`config.mk`:
```
export PLATFORM = sky130hd
export DESIGN_NAME = approx_rc_adder_pipe
export DESIGN_NICKNAME = d
export VERILOG_FILES = /design/src/rtl/approx_adder_pkg.sv /design/src/rtl/approx_adder_slice.sv /design/src/rtl/approx_rc_adder_pipe.sv
export SDC_FILE = /design/constraint.sdc
export NUM_CORES = 1
export LEC_CHECK = 0
export CORE_MARGIN = 1.5
export CORE_UTILIZATION = 31
export CTS_CLUSTER_DIAMETER = 200
export DETAILED_ROUTE_END_ITERATION = 6
export GPL_TIMING_DRIVEN = 0
export PLACE_DENSITY_LB_ADDON = 0.05
export SLEW_MARGIN = 20
export SYNTH_ARGS = -nofsm -noshare
export SYNTH_HDL_FRONTEND = slang
export SYNTH_SLANG_ARGS = --single-unit
```
`constraint.sdc`:
```
create_clock -name clk -period 10.92 [get_ports clk]
set_clock_uncertainty 0.2 [all_clocks]
set_input_delay 2.184 -clock clk [delete_from_list [all_inputs] [get_ports clk]]
set_output_delay 2.184 -clock clk [all_outputs]
set_load 0.05 [all_outputs]
```
`src/rtl/approx_adder_pkg.sv`:
```
// approx_adder_pkg
//   Shared definitions for the pipelined approximate ripple-carry adder:
//   adder cell kinds, a single-bit cell evaluator and a saturating adder
//   used by the error statistics.
package approx_adder_pkg;

   // CELL_APPROX_51_15: S = X, Cout = Y, carry-in ignored.
   typedef enum logic {CELL_EXACT, CELL_APPROX_51_15} cell_e;

   // Returns {cout, s} for one bit position.
   function automatic logic [1:0] fa_cell(input cell_e kind, input logic x,
                                          input logic y, input logic z);
      if (kind == CELL_APPROX_51_15) return {y, x};
      return {(x & y) | (x & z) | (y & z), x ^ y ^ z};
   endfunction

   // acc + inc clamped to 2^w - 1 (w <= 64).
   function automatic logic [63:0] sat_add(input logic [63:0] acc,
                                           input logic [63:0] inc,
                                           input int unsigned w);
      logic [64:0] sum;
      logic [63:0] lim;
      lim = (w >= 64) ? '1 : ((64'd1 << w) - 64'd1);
      sum = {1'b0, acc} + {1'b0, inc};
      return (sum > {1'b0, lim}) ? lim : sum[63:0];
   endfunction

endpackage

```
`src/rtl/approx_adder_slice.sv`:
```
// approx_adder_slice
//   Combinational SB-bit slice evaluating the approximate and the exact
//   ripple chains side by side. Bit positions below k use the approximate
//   cell; the rest are exact full adders.
// Ports:
//   a, b          operand bits of this slice
//   base          absolute bit index of a[0]
//   k             number of approximate LSB positions (already clamped)
//   ca_in, ce_in  approximate / exact carry-in
//   sa, se        approximate / exact slice sums
//   ca_out, ce_out approximate / exact carry-out
module approx_adder_slice
   import approx_adder_pkg::*;
#(
   parameter int SB = 4,
   parameter int IW = 5
)(
   input  logic [SB-1:0] a,
   input  logic [SB-1:0] b,
   input  logic [IW-1:0] base,
   input  logic [IW-1:0] k,
   input  logic          ca_in,
   input  logic          ce_in,
   output logic [SB-1:0] sa,
   output logic [SB-1:0] se,
   output logic          ca_out,
   output logic          ce_out
);

   logic  ca, ce;
   cell_e kind;

   always_comb begin
      ca   = ca_in;
      ce   = ce_in;
      sa   = '0;
      se   = '0;
      kind = CELL_EXACT;
      for (int j = 0; j < SB; j++) begin
         kind = (int'(base) + j < int'(k)) ? CELL_APPROX_51_15 : CELL_EXACT;
         {ca, sa[j]} = fa_cell(kind, a[j], b[j], ca);
         {ce, se[j]} = fa_cell(CELL_EXACT, a[j], b[j], ce);
      end
      ca_out = ca;
      ce_out = ce;
   end

endmodule

```
`src/rtl/approx_rc_adder_pipe.sv`:
```
// approx_rc_adder_pipe
//   Pipelined approximate ripple-carry adder with in-line error monitor.
//   Stage s resolves bits [s*STAGE_BITS +: STAGE_BITS] of both the
//   approximate and the exact sum; operand bits not yet consumed and the
//   clamped k travel alongside (skew registers). Global-stall pipeline.
// Ports:
//   clk, rst                 clock, async active-high reset
//   in_valid/in_ready        operand handshake; in_a, in_b, cfg_k sampled
//   out_valid/out_ready      result handshake; out_sum, out_err
//   clr_stats                synchronous statistics clear
//   sse, cnt, max_abs_err    saturating error statistics
module approx_rc_adder_pipe
   import approx_adder_pkg::*;
#(
   parameter int WIDTH      = 16,
   parameter int STAGE_BITS = 4,
   parameter int ACC_W      = 48
)(
   input  logic                       clk,
   input  logic                       rst,
   input  logic                       in_valid,
   output logic                       in_ready,
   input  logic [WIDTH-1:0]           in_a,
   input  logic [WIDTH-1:0]           in_b,
   input  logic [$clog2(WIDTH+1)-1:0] cfg_k,
   output logic                       out_valid,
   input  logic                       out_ready,
   output logic [WIDTH:0]             out_sum,
   output logic [WIDTH+1:0]           out_err,
   input  logic                       clr_stats,
   output logic [ACC_W-1:0]           sse,
   output logic [31:0]                cnt,
   output logic [WIDTH:0]             max_abs_err
);

   localparam int NSTAGE = WIDTH / STAGE_BITS;
   localparam int SB     = STAGE_BITS;
   localparam int KW     = $clog2(WIDTH+1);

   logic                  advance;
   logic [KW-1:0]         k_eff;
   logic [NSTAGE-1:0]     vld_pipe;
   logic [WIDTH+1:0]      exact_ext, approx_ext, abs_err;
   logic [2*WIDTH+3:0]    sq;
   logic                  hs;

   assign advance  = ~out_valid | out_ready;
   assign in_ready = advance;
   assign k_eff    = (cfg_k > KW'(WIDTH)) ? KW'(WIDTH) : cfg_k;

   always_ff @(posedge clk or posedge rst) begin
      if (rst)          vld_pipe <= '0;
      else if (advance) vld_pipe <= NSTAGE'({vld_pipe, in_valid});
   end

   for (genvar s = 0; s < NSTAGE; s++) begin : g_stg
      localparam int LO = s * SB;      // first bit resolved here
      localparam int HI = LO + SB;     // bits below HI are final after this stage

      logic [WIDTH-LO-1:0] op_a, op_b; // operand bits not yet consumed
      logic [KW-1:0]       k_in;
      logic                ca_in, ce_in;
      logic [SB-1:0]       sa_n, se_n;
      logic                ca_n, ce_n;
      logic [HI-1:0]       sa_d, se_d, sa_q, se_q;
      logic                ca_q, ce_q;

      if (s == 0) begin : g_src
         assign op_a  = in_a;
         assign op_b  = in_b;
         assign k_in  = k_eff;
         assign ca_in = 1'b0;
         assign ce_in = 1'b0;
         assign sa_d  = sa_n;
         assign se_d  = se_n;
      end else begin : g_src
         assign op_a  = g_stg[s-1].g_skew.a_q;
         assign op_b  = g_stg[s-1].g_skew.b_q;
         assign k_in  = g_stg[s-1].g_skew.k_q;
         assign ca_in = g_stg[s-1].ca_q;
         assign ce_in = g_stg[s-1].ce_q;
         assign sa_d  = {sa_n, g_stg[s-1].sa_q};
         assign se_d  = {se_n, g_stg[s-1].se_q};
      end

      approx_adder_slice #(.SB(SB), .IW(KW)) u_slice (
         .a      (op_a[SB-1:0]),
         .b      (op_b[SB-1:0]),
         .base   (KW'(LO)),
         .k      (k_in),
         .ca_in  (ca_in),
         .ce_in  (ce_in),
         .sa     (sa_n),
         .se     (se_n),
         .ca_out (ca_n),
         .ce_out (ce_n)
      );

      always_ff @(posedge clk or posedge rst) begin
         if (rst) begin
            sa_q <= '0;
            se_q <= '0;
            ca_q <= 1'b0;
            ce_q <= 1'b0;
         end else if (advance) begin
            sa_q <= sa_d;
            se_q <= se_d;
            ca_q <= ca_n;
            ce_q <= ce_n;
         end
      end

      // The last stage has nothing left to forward.
      if (s < NSTAGE-1) begin : g_skew
         logic [WIDTH-HI-1:0] a_q, b_q;
         logic [KW-1:0]       k_q;
         always_ff @(posedge clk or posedge rst) begin
            if (rst) begin
               a_q <= '0;
               b_q <= '0;
               k_q <= '0;
            end else if (advance) begin
               a_q <= op_a[WIDTH-LO-1:SB];
               b_q <= op_b[WIDTH-LO-1:SB];
               k_q <= k_in;
            end
         end
      end
   end

   assign out_valid  = vld_pipe[NSTAGE-1];
   assign out_sum    = {g_stg[NSTAGE-1].ca_q, g_stg[NSTAGE-1].sa_q};
   assign approx_ext = {1'b0, out_sum};
   assign exact_ext  = {1'b0, g_stg[NSTAGE-1].ce_q, g_stg[NSTAGE-1].se_q};
   assign out_err    = exact_ext - approx_ext;

   // |err| always fits WIDTH+1 bits; the top bit is kept for the compare.
   assign abs_err = out_err[WIDTH+1] ? -out_err : out_err;
   assign sq      = abs_err * abs_err;
   assign hs      = out_valid & out_ready;

   // clr_stats with a handshake restarts the statistics from that sample.
   always_ff @(posedge clk or posedge rst) begin
      if (rst) begin
         sse         <= '0;
         cnt         <= '0;
         max_abs_err <= '0;
      end else if (hs) begin
         sse <= ACC_W'(sat_add(clr_stats ? 64'd0 : 64'(sse), 64'(sq), ACC_W));
         cnt <= 32'(sat_add(clr_stats ? 64'd0 : 64'(cnt), 64'd1, 32));
         if (clr_stats || abs_err > {1'b0, max_abs_err})
            max_abs_err <= abs_err[WIDTH:0];
      end else if (clr_stats) begin
         sse         <= '0;
         cnt         <= '0;
         max_abs_err <= '0;
      end
   end

endmodule

```
==> flow_metrics.py <==
metrics = {
    "outcome": {
        "outcome": "finished clean",
    },
    "setup_path": {
        "critPathMaxFanout": 11,
        "r2r_end": "sse[15]$_DFFE_PP0P_",
        "crit_required_ns": 11.16,
        "r2r_start": "g_stg[3].sa_q[0]$_DFFE_PP0P_",
        "reg2reg_slack_ns": 0.42,
        "ff2ff_path_depth": 38,
        "worst_setup_path_end_kind": "flop",
        "cpMaxStageDelayCell": "fa_1",
        "critPathLaunch": "g_stg[3].sa_q[0]$_DFFE_PP0P_",
        "critPathLaunchType": "flop",
        "endpoint": "sse[15]$_DFFE_PP0P_",
        "max_stage_delay_ns": 0.57,
        "criticalPathCategory": "reg2reg",
        "worst_ep_arrival_time_ns": 10.74,
        "crit_path_frequent_cell": "fa_1",
    },
    "synth": {
        "synth_top_family_by_area": "adder cells",
        "synth_edf_count": 0,
        "synth.distinct_cells": 94,
        "synthTopCellsByArea": "dfrtp_1 (26%), fa_1 (23%), nand2_1 (8.4%)",
        "netlist_area_um2": 24300,
        "ys_warn_count": 0,
        "synthAdderAreaFrac": 0.312,
        "synth_top_area_cell": "dfrtp_1",
        "synth.most_common_cell": "nand2_1",
        "synth_cells": 2782,
        "synth_flop_cell": "dfrtp_1",
        "synthXorXnorAreaFrac": 0.0281,
        "avgSynthCellArea_um2": 8.72,
        "synth-seq-cells": 252,
        "synth_compound_area_frac": 0.114,
        "synth.area.mux_share": 0.0102,
        "synthTopCellsByCount": "nand2_1 (540), inv_1 (461), fa_1 (283)",
        "yosys.area_share.simple": 0.184,
        "synth-seq-area-share": 0.260,
        "async_flop_share": 1.00,
        "yosys.area.top_type_share": 0.260,
    },
    "finish": {
        "diodes": 0,
        "drive_gt1_frac": 0.0549,
        "nets": 3493,
        "final.fill_count": 8076,
        "stdcell_area_um2": 28800,
        "area_growth_pct": 18.9,
    },
    "die": {
        "top_level_ports": 176,
        "core_um2": 77500,
        "row_count": 102,
        "die_h_um": 283,
        "start_util": 0.313,
        "die_x_um": 283,
        "design.die.area_um2": 79900,
    },
    "drt": {
        "vias_per_cell": 4.84,
        "drc": 0,
        "dr.pass1.iters": 5,
        "routed_wl_mm": 81.0,
        "dr.first_iter.drc_count": 1119,
        "post_drt_wl_per_cell_um": 19.8,
        "num_vias": 19700,
        "ant_nets": 0,
    },
    "sta": {
        "hold_viol": 0,
        "max_freq_mhz": 95.3,
        "tightest_slew_ns": 1.06,
        "fin_crit_sh": 0.961,
        "max-slew-margin-rel": 0.293,
        "report.final.setup_viol": 0,
        "min_period_ns": 10.50,
        "drv_slew": 0,
        "setup_tns_ns": 0,
    },
    "cts": {
        "cts_tree": "built",
        "hold_buffers": 0,
        "cts_root_buf": "clkbuf_16",
        "clk_latency_ns": 0.56,
        "clk_pin_slew_ns": 0.06,
        "htreeDepth": 2,
        "clk_path_buf_depth": 3,
        "cts.sinks": 252,
        "cts_buffers": 35,
    },
    "place": {
        "place_congestion": 0.865,
        "hpwl_mm": 64.1,
        "io_buffers": 175,
        "placed_area_um2": 27500,
    },
    "grt": {
        "grt_pass1_vias": 20900,
        "grt.overflow.total": 0,
        "grtUsageTotal": 0.210,
        "grt_max_degree": 99,
        "antenna_found_initial": 1,
        "grt_first_pass_wirelength_mm": 127,
    },
    "job": {
        "maxCapViolations": 0,
    },
    "worst_hold_path": {
        "holdCritPathClass": "reg2reg",
    },
}
==> logic make-up after synthesis <==
family | count (synthesis)
flip-flops | 252
AND/OR/NAND/NOR | 977
adder cells (fa/ha/maj) | 435
buffers and inverters | 583
AO/OA/AOI/OAI | 433
other | 2
multiplexers | 24
XOR/XNOR | 76
==> through the flow <==
step	utilization	instances	setup slack, ns	hold WS (ns)
3_5_place_dp	0.355	4012	-0.624	0.248
6_report	0.372	4080	0.425	0.256
5_1_grt	0.372	4080	-0.00280	0.276
3_3_place_gp	0.353	4007	-2.53	0.243
2_1_floorplan	-	2792	0.776	0.230
4_1_cts	0.370	4077	0.00301	0.261
==> worst min-delay path by stage <==
stage	startpoint	endpoint	slack, ns	cells after the start
finish	vld_pipe[2]$_DFFE_PP0P_	vld_pipe[2]$_DFFE_PP0P_	0.26	2
global route	vld_pipe[2]$_DFFE_PP0P_	vld_pipe[3]$_DFFE_PP0P_	0.28	1
CTS	vld_pipe[2]$_DFFE_PP0P_	vld_pipe[2]$_DFFE_PP0P_	0.26	2
detailed placement	vld_pipe[2]$_DFFE_PP0P_	vld_pipe[2]$_DFFE_PP0P_	0.25	2
global placement	vld_pipe[2]$_DFFE_PP0P_	vld_pipe[2]$_DFFE_PP0P_	0.24	2
floorplan	vld_pipe[2]$_DFFE_PP0P_	vld_pipe[2]$_DFFE_PP0P_	0.23	2
==> layer usage <==
metal,vias to the layer above,part of all wire,track usage
met5,-,0,0
met2,399,0.48,0.358
met1,9855,0.45,0.283
met4,0,0.023,0.0506
li1,9382,-,-
met3,97,0.040,0.0245
==> final cells by class <==
class	count	area, um2	area share
Clock buffer	50	982	0.0341
Timing Repair Buffer	188	1910	0.0662
Multi-Input combinational cell	1957	16000	0.553
Tap cell	1040	1300	0.0451
Buffer	114	493	0.0171
Clock inverter	11	120	0.00417
Sequential cell	252	6310	0.219
Inverter	468	1770	0.0613
==> state kept, by name, summed over array words and instances (netlist names), 15 cells and up <==
register,flops
g_stg.g_skew.a_q,24
g_stg.g_skew.b_q,24
g_stg.se_q,40
sse,48
g_stg.g_skew.k_q,15
g_stg.sa_q,40
max_abs_err,17
cnt,32
==> worst max-delay path, delay by kind of cell (launching register included) <==
kind                     cells  cell delay, ns
adder cells (fa/ha/maj)      9            4.16
AND/OR/NAND/NOR              8            1.39
flip-flops                   1            0.47
buffers and inverters       11            1.66
AO/OA/AOI/OAI                9            2.36
XOR/XNOR                     1            0.14
==> layout by cell type, fill, tap and decap left out, types with 17 or more instances in the layout <==
cell type,count
clkbuf_16,35
xor2_1,20
nand4_1,19
fa_1,283
inv_1,460
dfrtp_1,252
nand2_1,540
o21ai_0,123
a21o_1,27
mux2i_1,18
a21oi_1,122
clkdlybuf4s50_1,175
nand3_1,45
clkbuf_1,83
nor2b_1,52
clkbuf_2,18
nor3_1,28
o2bb2ai_1,17
xnor2_1,44
nor2_1,166
ha_1,152
==> what timing repair did <==
item,CTS,global route
pin swaps,2,2
setup endpoints to repair,42,42
setup buffers,5,3
gates resized for setup,18,45
cloned,0,0
Power is not shown: default switching activity piles up to over one toggle a cycle in this logic, so the estimate is an artifact.
